File: config.mk
export PLATFORM = sky130hd
export DESIGN_NAME = mem_stage
export DESIGN_NICKNAME = d
export VERILOG_FILES = /design/src/rtl/mem_stage.sv
export SDC_FILE = /design/constraint.sdc
export NUM_CORES = 1
export LEC_CHECK = 0
export ABC_AREA = 0
export CORE_ASPECT_RATIO = 0.6
export CORE_MARGIN = 4
export CORE_UTILIZATION = 49
export DETAILED_ROUTE_END_ITERATION = 8
export GPL_TIMING_DRIVEN = 0
export MAX_ROUTING_LAYER = met4
export PLACE_DENSITY = 0.95
export SYNTH_ARGS = -nofsm -noshare
export SYNTH_HDL_FRONTEND = slang
export SYNTH_SLANG_ARGS = --single-unit
File: constraint.sdc
create_clock -name clk -period 3.6 [get_ports clk]
set_input_delay 1.08 -clock clk [delete_from_list [all_inputs] [get_ports clk]]
set_output_delay 1.08 -clock clk [all_outputs]
set_load 0.005 [all_outputs]
File: src/rtl/mem_stage.sv
// mem_stage: cpu0 load/store stage over a req/gnt/rvalid bus; define MEM_MISALIGN_TRAP_EN to trap misaligned half/word accesses.
// Latency: ALU op 1, store 1+gnt wait, load >=3; ex_ready_o is low whenever a dmem transaction is in flight.
module mem_stage #(
  parameter int XLEN     = 32,
  parameter int NUM_REGS = 32,
  parameter int RSLEN    = $clog2(NUM_REGS)
) (
  input  logic             clk,
  input  logic             rst,
  input  logic             ex_valid_i,
  output logic             ex_ready_o,
  input  logic [XLEN-1:0]  ex_alu_out_i,
  input  logic [XLEN-1:0]  ex_store_data_i,
  input  logic             ex_mem_rd_i,
  input  logic             ex_mem_wr_i,
  input  logic [1:0]       ex_mem_size_i,
  input  logic             ex_mem_unsigned_i,
  input  logic [RSLEN-1:0] ex_rsd_i,
  input  logic             ex_wb_we_i,
  output logic             dmem_req_o,
  output logic             dmem_we_o,
  output logic [XLEN-1:0]  dmem_addr_o,
  output logic [3:0]       dmem_be_o,
  output logic [XLEN-1:0]  dmem_wdata_o,
  input  logic             dmem_gnt_i,
  input  logic             dmem_rvalid_i,
  input  logic [XLEN-1:0]  dmem_rdata_i,
  output logic             wb_valid_o,
  output logic             wb_we_o,
  output logic [RSLEN-1:0] wb_rsd_o,
  output logic [XLEN-1:0]  wb_data_o,
  output logic             misalign_o
);
  typedef enum logic [1:0] {S_IDLE = 2'd0, S_REQ = 2'd1, S_WAIT = 2'd2} state_t;

  state_t           r_state, w_state_nxt;
  logic [XLEN-1:0]  r_addr, r_wdata, r_wb_data;
  logic [3:0]       r_be;
  logic [1:0]       r_size;
  logic             r_we, r_uns, r_ld_we;
  logic [RSLEN-1:0] r_rsd, r_wb_rsd;
  logic             r_wb_vld, r_wb_we, r_misal;

  logic             w_accept, w_mem_op, w_trap, w_take_mem;
  logic [XLEN-1:0]  w_addr_al, w_wdata, w_shift, w_ld_data, w_wb_data;
  logic [3:0]       w_be;
  logic [RSLEN-1:0] w_wb_rsd;
  logic             w_wb_vld, w_wb_we, w_misal_pulse;

  assign ex_ready_o = (r_state == S_IDLE);
  assign w_accept   = ex_valid_i && ex_ready_o;
  assign w_mem_op   = ex_mem_rd_i || ex_mem_wr_i;
  assign w_take_mem = w_accept && w_mem_op && !w_trap;

`ifdef MEM_MISALIGN_TRAP_EN
  logic w_misal;
  assign w_misal = (ex_mem_size_i == 2'b01) ? ex_alu_out_i[0]
                                            : (ex_mem_size_i[1] && (ex_alu_out_i[1:0] != 2'b00));
  assign w_trap  = w_accept && w_mem_op && w_misal;
`else
  assign w_trap  = 1'b0;
`endif

  // Low address bits are forced to the access size, so a non-trapping misaligned access proceeds aligned.
  always_comb begin
    w_addr_al = ex_alu_out_i;
    w_be      = 4'b1111;
    w_wdata   = ex_store_data_i;
    case (ex_mem_size_i)
      2'b00: begin
        w_be    = 4'b0001 << ex_alu_out_i[1:0];
        w_wdata = {4{ex_store_data_i[7:0]}};
      end
      2'b01: begin
        w_addr_al[0] = 1'b0;
        w_be         = 4'b0011 << {ex_alu_out_i[1], 1'b0};
        w_wdata      = {2{ex_store_data_i[15:0]}};
      end
      default: w_addr_al[1:0] = 2'b00;
    endcase
  end

  assign w_shift = dmem_rdata_i >> {r_addr[1:0], 3'b000};

  always_comb begin
    case (r_size)
      2'b00:   w_ld_data = {{24{w_shift[7] & ~r_uns}}, w_shift[7:0]};
      2'b01:   w_ld_data = {{16{w_shift[15] & ~r_uns}}, w_shift[15:0]};
      default: w_ld_data = w_shift;
    endcase
  end

  always_comb begin
    w_state_nxt   = r_state;
    w_wb_vld      = 1'b0;
    w_wb_we       = 1'b0;
    w_wb_rsd      = r_wb_rsd;
    w_wb_data     = r_wb_data;
    w_misal_pulse = 1'b0;
    case (r_state)
      S_IDLE: begin
        if (w_accept) begin
          if (w_trap) begin
            w_wb_vld      = 1'b1;
            w_wb_rsd      = ex_rsd_i;
            w_misal_pulse = 1'b1;
          end else if (w_mem_op) begin
            w_state_nxt = S_REQ;
          end else begin
            w_wb_vld  = 1'b1;
            w_wb_we   = ex_wb_we_i;
            w_wb_rsd  = ex_rsd_i;
            w_wb_data = ex_alu_out_i;
          end
        end
      end
      S_REQ: begin
        if (dmem_gnt_i) begin
          if (r_we) begin
            w_state_nxt = S_IDLE;
            w_wb_vld    = 1'b1;
            w_wb_rsd    = r_rsd;
          end else begin
            w_state_nxt = S_WAIT;
          end
        end
      end
      S_WAIT: begin
        if (dmem_rvalid_i) begin
          w_state_nxt = S_IDLE;
          w_wb_vld    = 1'b1;
          w_wb_we     = r_ld_we;
          w_wb_rsd    = r_rsd;
          w_wb_data   = w_ld_data;
        end
      end
      default: w_state_nxt = S_IDLE;
    endcase
  end

  always_ff @(posedge clk or negedge rst) begin
    if (!rst) begin
      r_state   <= S_IDLE;
      r_addr    <= '0;
      r_wdata   <= '0;
      r_be      <= '0;
      r_size    <= '0;
      r_we      <= 1'b0;
      r_uns     <= 1'b0;
      r_ld_we   <= 1'b0;
      r_rsd     <= '0;
      r_wb_vld  <= 1'b0;
      r_wb_we   <= 1'b0;
      r_wb_rsd  <= '0;
      r_wb_data <= '0;
      r_misal   <= 1'b0;
    end else begin
      r_state   <= w_state_nxt;
      r_wb_vld  <= w_wb_vld;
      r_wb_we   <= w_wb_we;
      r_wb_rsd  <= w_wb_rsd;
      r_wb_data <= w_wb_data;
      r_misal   <= w_misal_pulse;
      if (w_take_mem) begin
        r_addr  <= w_addr_al;
        r_wdata <= w_wdata;
        r_be    <= w_be;
        r_size  <= ex_mem_size_i;
        r_we    <= ex_mem_wr_i;
        r_uns   <= ex_mem_unsigned_i;
        r_ld_we <= ex_wb_we_i;
        r_rsd   <= ex_rsd_i;
      end
    end
  end

  // Bus fields read as zero outside the request phase.
  assign dmem_req_o   = (r_state == S_REQ);
  assign dmem_we_o    = dmem_req_o & r_we;
  assign dmem_addr_o  = dmem_req_o ? {r_addr[XLEN-1:2], 2'b00} : '0;
  assign dmem_be_o    = dmem_req_o ? r_be : 4'b0000;
  assign dmem_wdata_o = dmem_req_o ? r_wdata : '0;

  assign wb_valid_o = r_wb_vld;
  assign wb_we_o    = r_wb_we;
  assign wb_rsd_o   = r_wb_rsd;
  assign wb_data_o  = r_wb_data;
  assign misalign_o = r_misal;
endmodule
# Word level (Yosys, flattened, before mapping)
# Index checks and enable logic that the tools add are counted.
# word_totals
elab_cells,76
ff_bits,119
in_bits,112
out_inout_bits,111
# op_classes
shifts,3
bitwise_logic,4
n_reduce_logical,12
n_eq_ne,10
n_mux,34
# op_table
operator,n
$pmux 32 s2,3
$mux 32,5
$shr 32x5->32,1
$mux 5,5
$pmux 5 s3,1
$mux 1,10
$mux 2,5
$ne 2x1->1 const B,4
$pmux 4 s2,1
$reduce_and 4->1,2
$eq 2x1->1 const B,3
$logic_not 2->1,3
$pmux 2 s3,1
$reduce_and 6->1,1
$mux 4,1
$ne 2x2->1 const B,2
$shl 1x2->4 const A,1
$shl 2x2->4 const A,1
$and 1x1->1,3
$pmux 1 s3,1
$reduce_bool 3->1,1
$eq 2x2->1 const B,1
$logic_and 1x1->1,2
$pmux 1 s2,1
4 further kinds,4

# Logic depth before layout (Yosys ltp)
# Gate-level depths: netlist of the first run.
# logic_depth
depth_word,5
mapped_depth,8
ltp_nobuf,6

# Least setup slack after synthesis of the first run
# OpenSTA, ideal clock, no wires.
# synth_path
path_type,register to output
startpoint,register r_state[1]
endpoint,output port dmem_addr_o[25]
path_buffers,2
arrival_time_ns,1.303
path_slack_ns,1.217
required_time_ns,2.520
path_stages_with_launch,6
path_cell_list,dfrtp_1 inv_1 ha_1 clkbuf_1 clkbuf_1 and2_1
# synth_between
elab_chain_cells,2
# synth_lines
element,line_no,rtl
from (decl),36,"state_t r_state, w_state_nxt;"
from (signal assigned),158,r_state <= w_state_nxt;
$eq 2x1->1,178,assign dmem_req_o = (r_state == S_REQ);
net dmem_req_o,20,"output logic dmem_req_o,"
$mux 32,180,"assign dmem_addr_o = dmem_req_o ? {r_addr[XLEN-1:2], 2'b00} : '0;"
to (decl),22,"output logic [XLEN-1:0] dmem_addr_o,"
# The timed path passes the listed nets, and every way through them passes these cells.

# Final worst setup path of the first run
# layout_path
startpoint,register r_state[1]
endpoint,output port dmem_wdata_o[14]
# layout_between
elab_chain_cells,2
# layout_lines
element,line_no,rtl
$eq 2x1->1,178,
$mux 32,182,assign dmem_wdata_o = dmem_req_o ? r_wdata : '0;
to (decl),24,"output logic [XLEN-1:0] dmem_wdata_o,"
# Every way passes these cells.

==> results.toml, run 1 <==
[clocking]
clock-root-buffer = "clkbuf_16"
cts_tree = "yes"
cts_buffers = 17
htreeDepth = 4
clk_pin_slew_ns = 0.05
clk_latency_ns = 0.40
numClockSinks = 119
clockBufferDepth = 2
post_cts_buffers = 0

[synthesis]
synth_ff_type = "dfrtp_1"
synth_area_leader_cell = "dfrtp_1"
syn_avg_cell_area_um2 = 10.7
ys_ff_latch = 119
postSynth.asyncResetShare_pct = 100
synth-seq-area-share_pct = 47.0
yosysUniqueCellTypes = 38
synth_edf_count = 0
yosys-top-cells-area = "dfrtp_1, mux2_2, and2_1, mux2i_1, nor2_1"
yosysWarnings = 0
synth_top_area_share_pct = 47.0
netlist_instances = 591
synth_area_um2 = 6340

[sta]
skew_ns = 0.00970
whs_ns = 0.478
max_slew_margin_pct = 49.7
tns_ns = 0
final_hold_viol_count = 0
setup_viol = 0
fin_ws_ns = 0.124
drv_slew = 0
worst-slew-pin-transition_ns = 0.754
fin_crit_sh_pct = 96.6
period_needed_ns = 3.48
rsz0062_at_grt = "false"
fmax_ghz = 0.288

[power_and_ir_drop]
powerDensity_nw_per_um2 = 850
leakagePower_uw = 0.00392
max-vdd-ir-drop_v = 0.000472

[layout]
drive_above_1_share_pct = 18.0
diodes = 0
finalInstanceArea_um2 = 9380
utilization_pct = 76.0
area_growth_pct = 48.0
fillerInstances = 861
nets = 948

[placement]
port_buffers = 218
post-place-ws_ns = 0.116
place_hpwl_um = 16200
placed_area_um2 = 8760
gp_congestion = 0.970

[grt]
grt_pass1_vias = 5530
grt-ovfl-total = 0
grt_max_degree = 70
grt_usage_pct = 29.0
antenna_found_initial = 0
grt_pass1_wl_um = 31400

[setup_path]
r2r-end = "r_wdata[31]"
start_kind = "flip-flop"
path_class = "flip-flop to primary output"
startpoint = "r_state[1]"
worstPathRequired_ns = 2.52
critPathCapture = "dmem_wdata_o[14]"
arrival_ns = 2.40
r2r_start = "r_state[0]"
critical_path.max_fanout = 10
r2r_cells = 8
critPathCaptureType = "primary output"
reg2reg_setup_slack_ns = 1.32

[outcome]
outcome = "completed"

[route]
drt-total-wl_um = 20900
avgViaCountPerCell = 5.56
dr.pass1.iters = 5
drt-initial-drc-count = 346
num_vias = 5602
routedWlPerCell_um = 20.8
drc_errors = 0
ant_nets = 0

[floorplanning]
die_w_um = 155
num_io_pins = 223
start_util_pct = 51.4
core_area_um2 = 12300
dieArea_um2 = 14900
fp.dieH_um = 96.1
rows = 31

[worst_hold_path]
hold_path.class = "flip-flop to flip-flop"

[flow_run]
drv_cap = 0
-- sequential cells by signal (all words and copies together), names as in the netlist --
name	count
wb_data_o	32
r_be	4
r_addr	32
r_ld_we	1
wb_rsd_o	5
r_state	2
wb_valid_o	1
r_rsd	5
r_size	2
r_uns	1
r_we	1
r_wdata	32
wb_we_o	1
-- worst min path at each step --
stage / cells past startpoint / start / slack, ns / to
6_report: 2 / r_wdata[19] / 0.48 / r_wdata[19]
5_1_grt: 2 / r_wdata[18] / 0.49 / r_wdata[18]
4_1_cts: 2 / r_wdata[17] / 0.48 / r_wdata[17]
3_5_place_dp: 2 / r_be[3] / 0.45 / r_be[3]
3_3_place_gp: 2 / r_be[3] / 0.45 / r_be[3]
2_1_floorplan: 2 / r_be[3] / 0.43 / r_be[3]
-- stage by stage --
stage          power [uW]  std cells
6_report             7970       1008
5_1_grt              8440       1008
4_1_cts              7990       1008
3_5_place_dp         6200        977
3_3_place_gp         6070        976
2_1_floorplan        4310        593
-- Yosys cell counts (all sizes together), types with 2 or more instances --
library cell / instances
buf: 23
nor3: 2
nor2: 71
clkbuf: 24
a221oi: 24
nand3: 2
a21oi: 19
a22oi: 9
and2: 67
mux4: 8
a31oi: 2
ha: 5
nor2b: 4
mux2: 75
nand2: 51
mux2i: 36
inv: 5
dfrtp: 119
nand2b: 3
o21ai: 33
-- placed cells by master (no fill, tap or decap), types with 14 or more instances in the layout --
| cell | instances |
|---|---|
| clkbuf_1 | 21 |
| clkdlybuf4s50_1 | 217 |
| nor2_1 | 70 |
| and2_1 | 67 |
| dfrtp_1 | 119 |
| o21ai_0 | 33 |
| mux2i_1 | 36 |
| mux2_2 | 71 |
| a21oi_1 | 17 |
| clkbuf_16 | 17 |
| nand2_1 | 51 |
| a221oi_1 | 14 |
-- logic make-up (layout without fill, tap and decap cells) --
group	after synthesis	count (layout)	synth area share (%)
buffers and inverters	52	302	3.81
AO/OA/AOI/OAI	92	92	11.0
other	1	3	0.0592
adder cells (fa/ha/maj)	5	5	0.987
AND/OR/NAND/NOR	203	203	15.3
flip-flops	119	119	47.0
multiplexers	119	119	21.9
-- final cells by class --
cell class / count / area, um2 / area share [%]
Clock buffer: 23 / 488 / 5.20
Clock inverter: 8 / 120 / 1.28
Buffer: 47 / 231 / 2.47
Timing Repair Buffer: 219 / 2210 / 23.6
Inverter: 5 / 18.8 / 0.200
Multi-Input combinational cell: 422 / 3130 / 33.3
Tap cell: 165 / 206 / 2.20
Sequential cell: 119 / 2980 / 31.7
-- per-layer routing --
layer / track usage, % / wire, um / vias up
met5: - / 0 / -
met4: 5.80 / 169 / 0
met3: 8.45 / 2050 / 17
met2: 41.9 / 9250 / 295
met1: 41.1 / 9480 / 2737
li1: - / - / 2553
-- worst max-delay path, cell delays in order (launching register included) --
cell	delay, ns
dfrtp_1	0.40
inv_1	0.12
ha_2	0.28
clkbuf_4	0.25
clkbuf_2	0.25
and2_1	0.16
clkdlybuf4s50_1	0.53
-- power breakdown --
part | leakage, uW | total (uW) | switching (uW) | internal (uW)
combinational | 0.00222 | 3860 | 1750 | 2110
clock | 0.000295 | 1740 | 586 | 1160
sequential | 0.00141 | 2370 | 360 | 2010
total | 0.00392 | 7970 | 2690 | 5280
-- timing repair --
| action | in CTS | in global routing |
|---|---|---|
| endpoints found under the setup margin | 40 | 39 |
| hold buffers | 0 | 0 |
| resized for setup | 5 | 3 |
| gates cloned | 0 | 0 |
No activity file was read; power rests on OpenSTA's default activity.
==> run 2: changes to the inputs <==
Settings changed: ABC_CLOCK_PERIOD_IN_PS set to 3600, SKIP_CTS_REPAIR_TIMING set to 1, SLEW_MARGIN set to 20.
==> results of run 2 <==
The final DEF is identical to that of run 1; final timing and power are the same.
Main changes from that run: via count of the first global-routing pass 5530 -> 5532
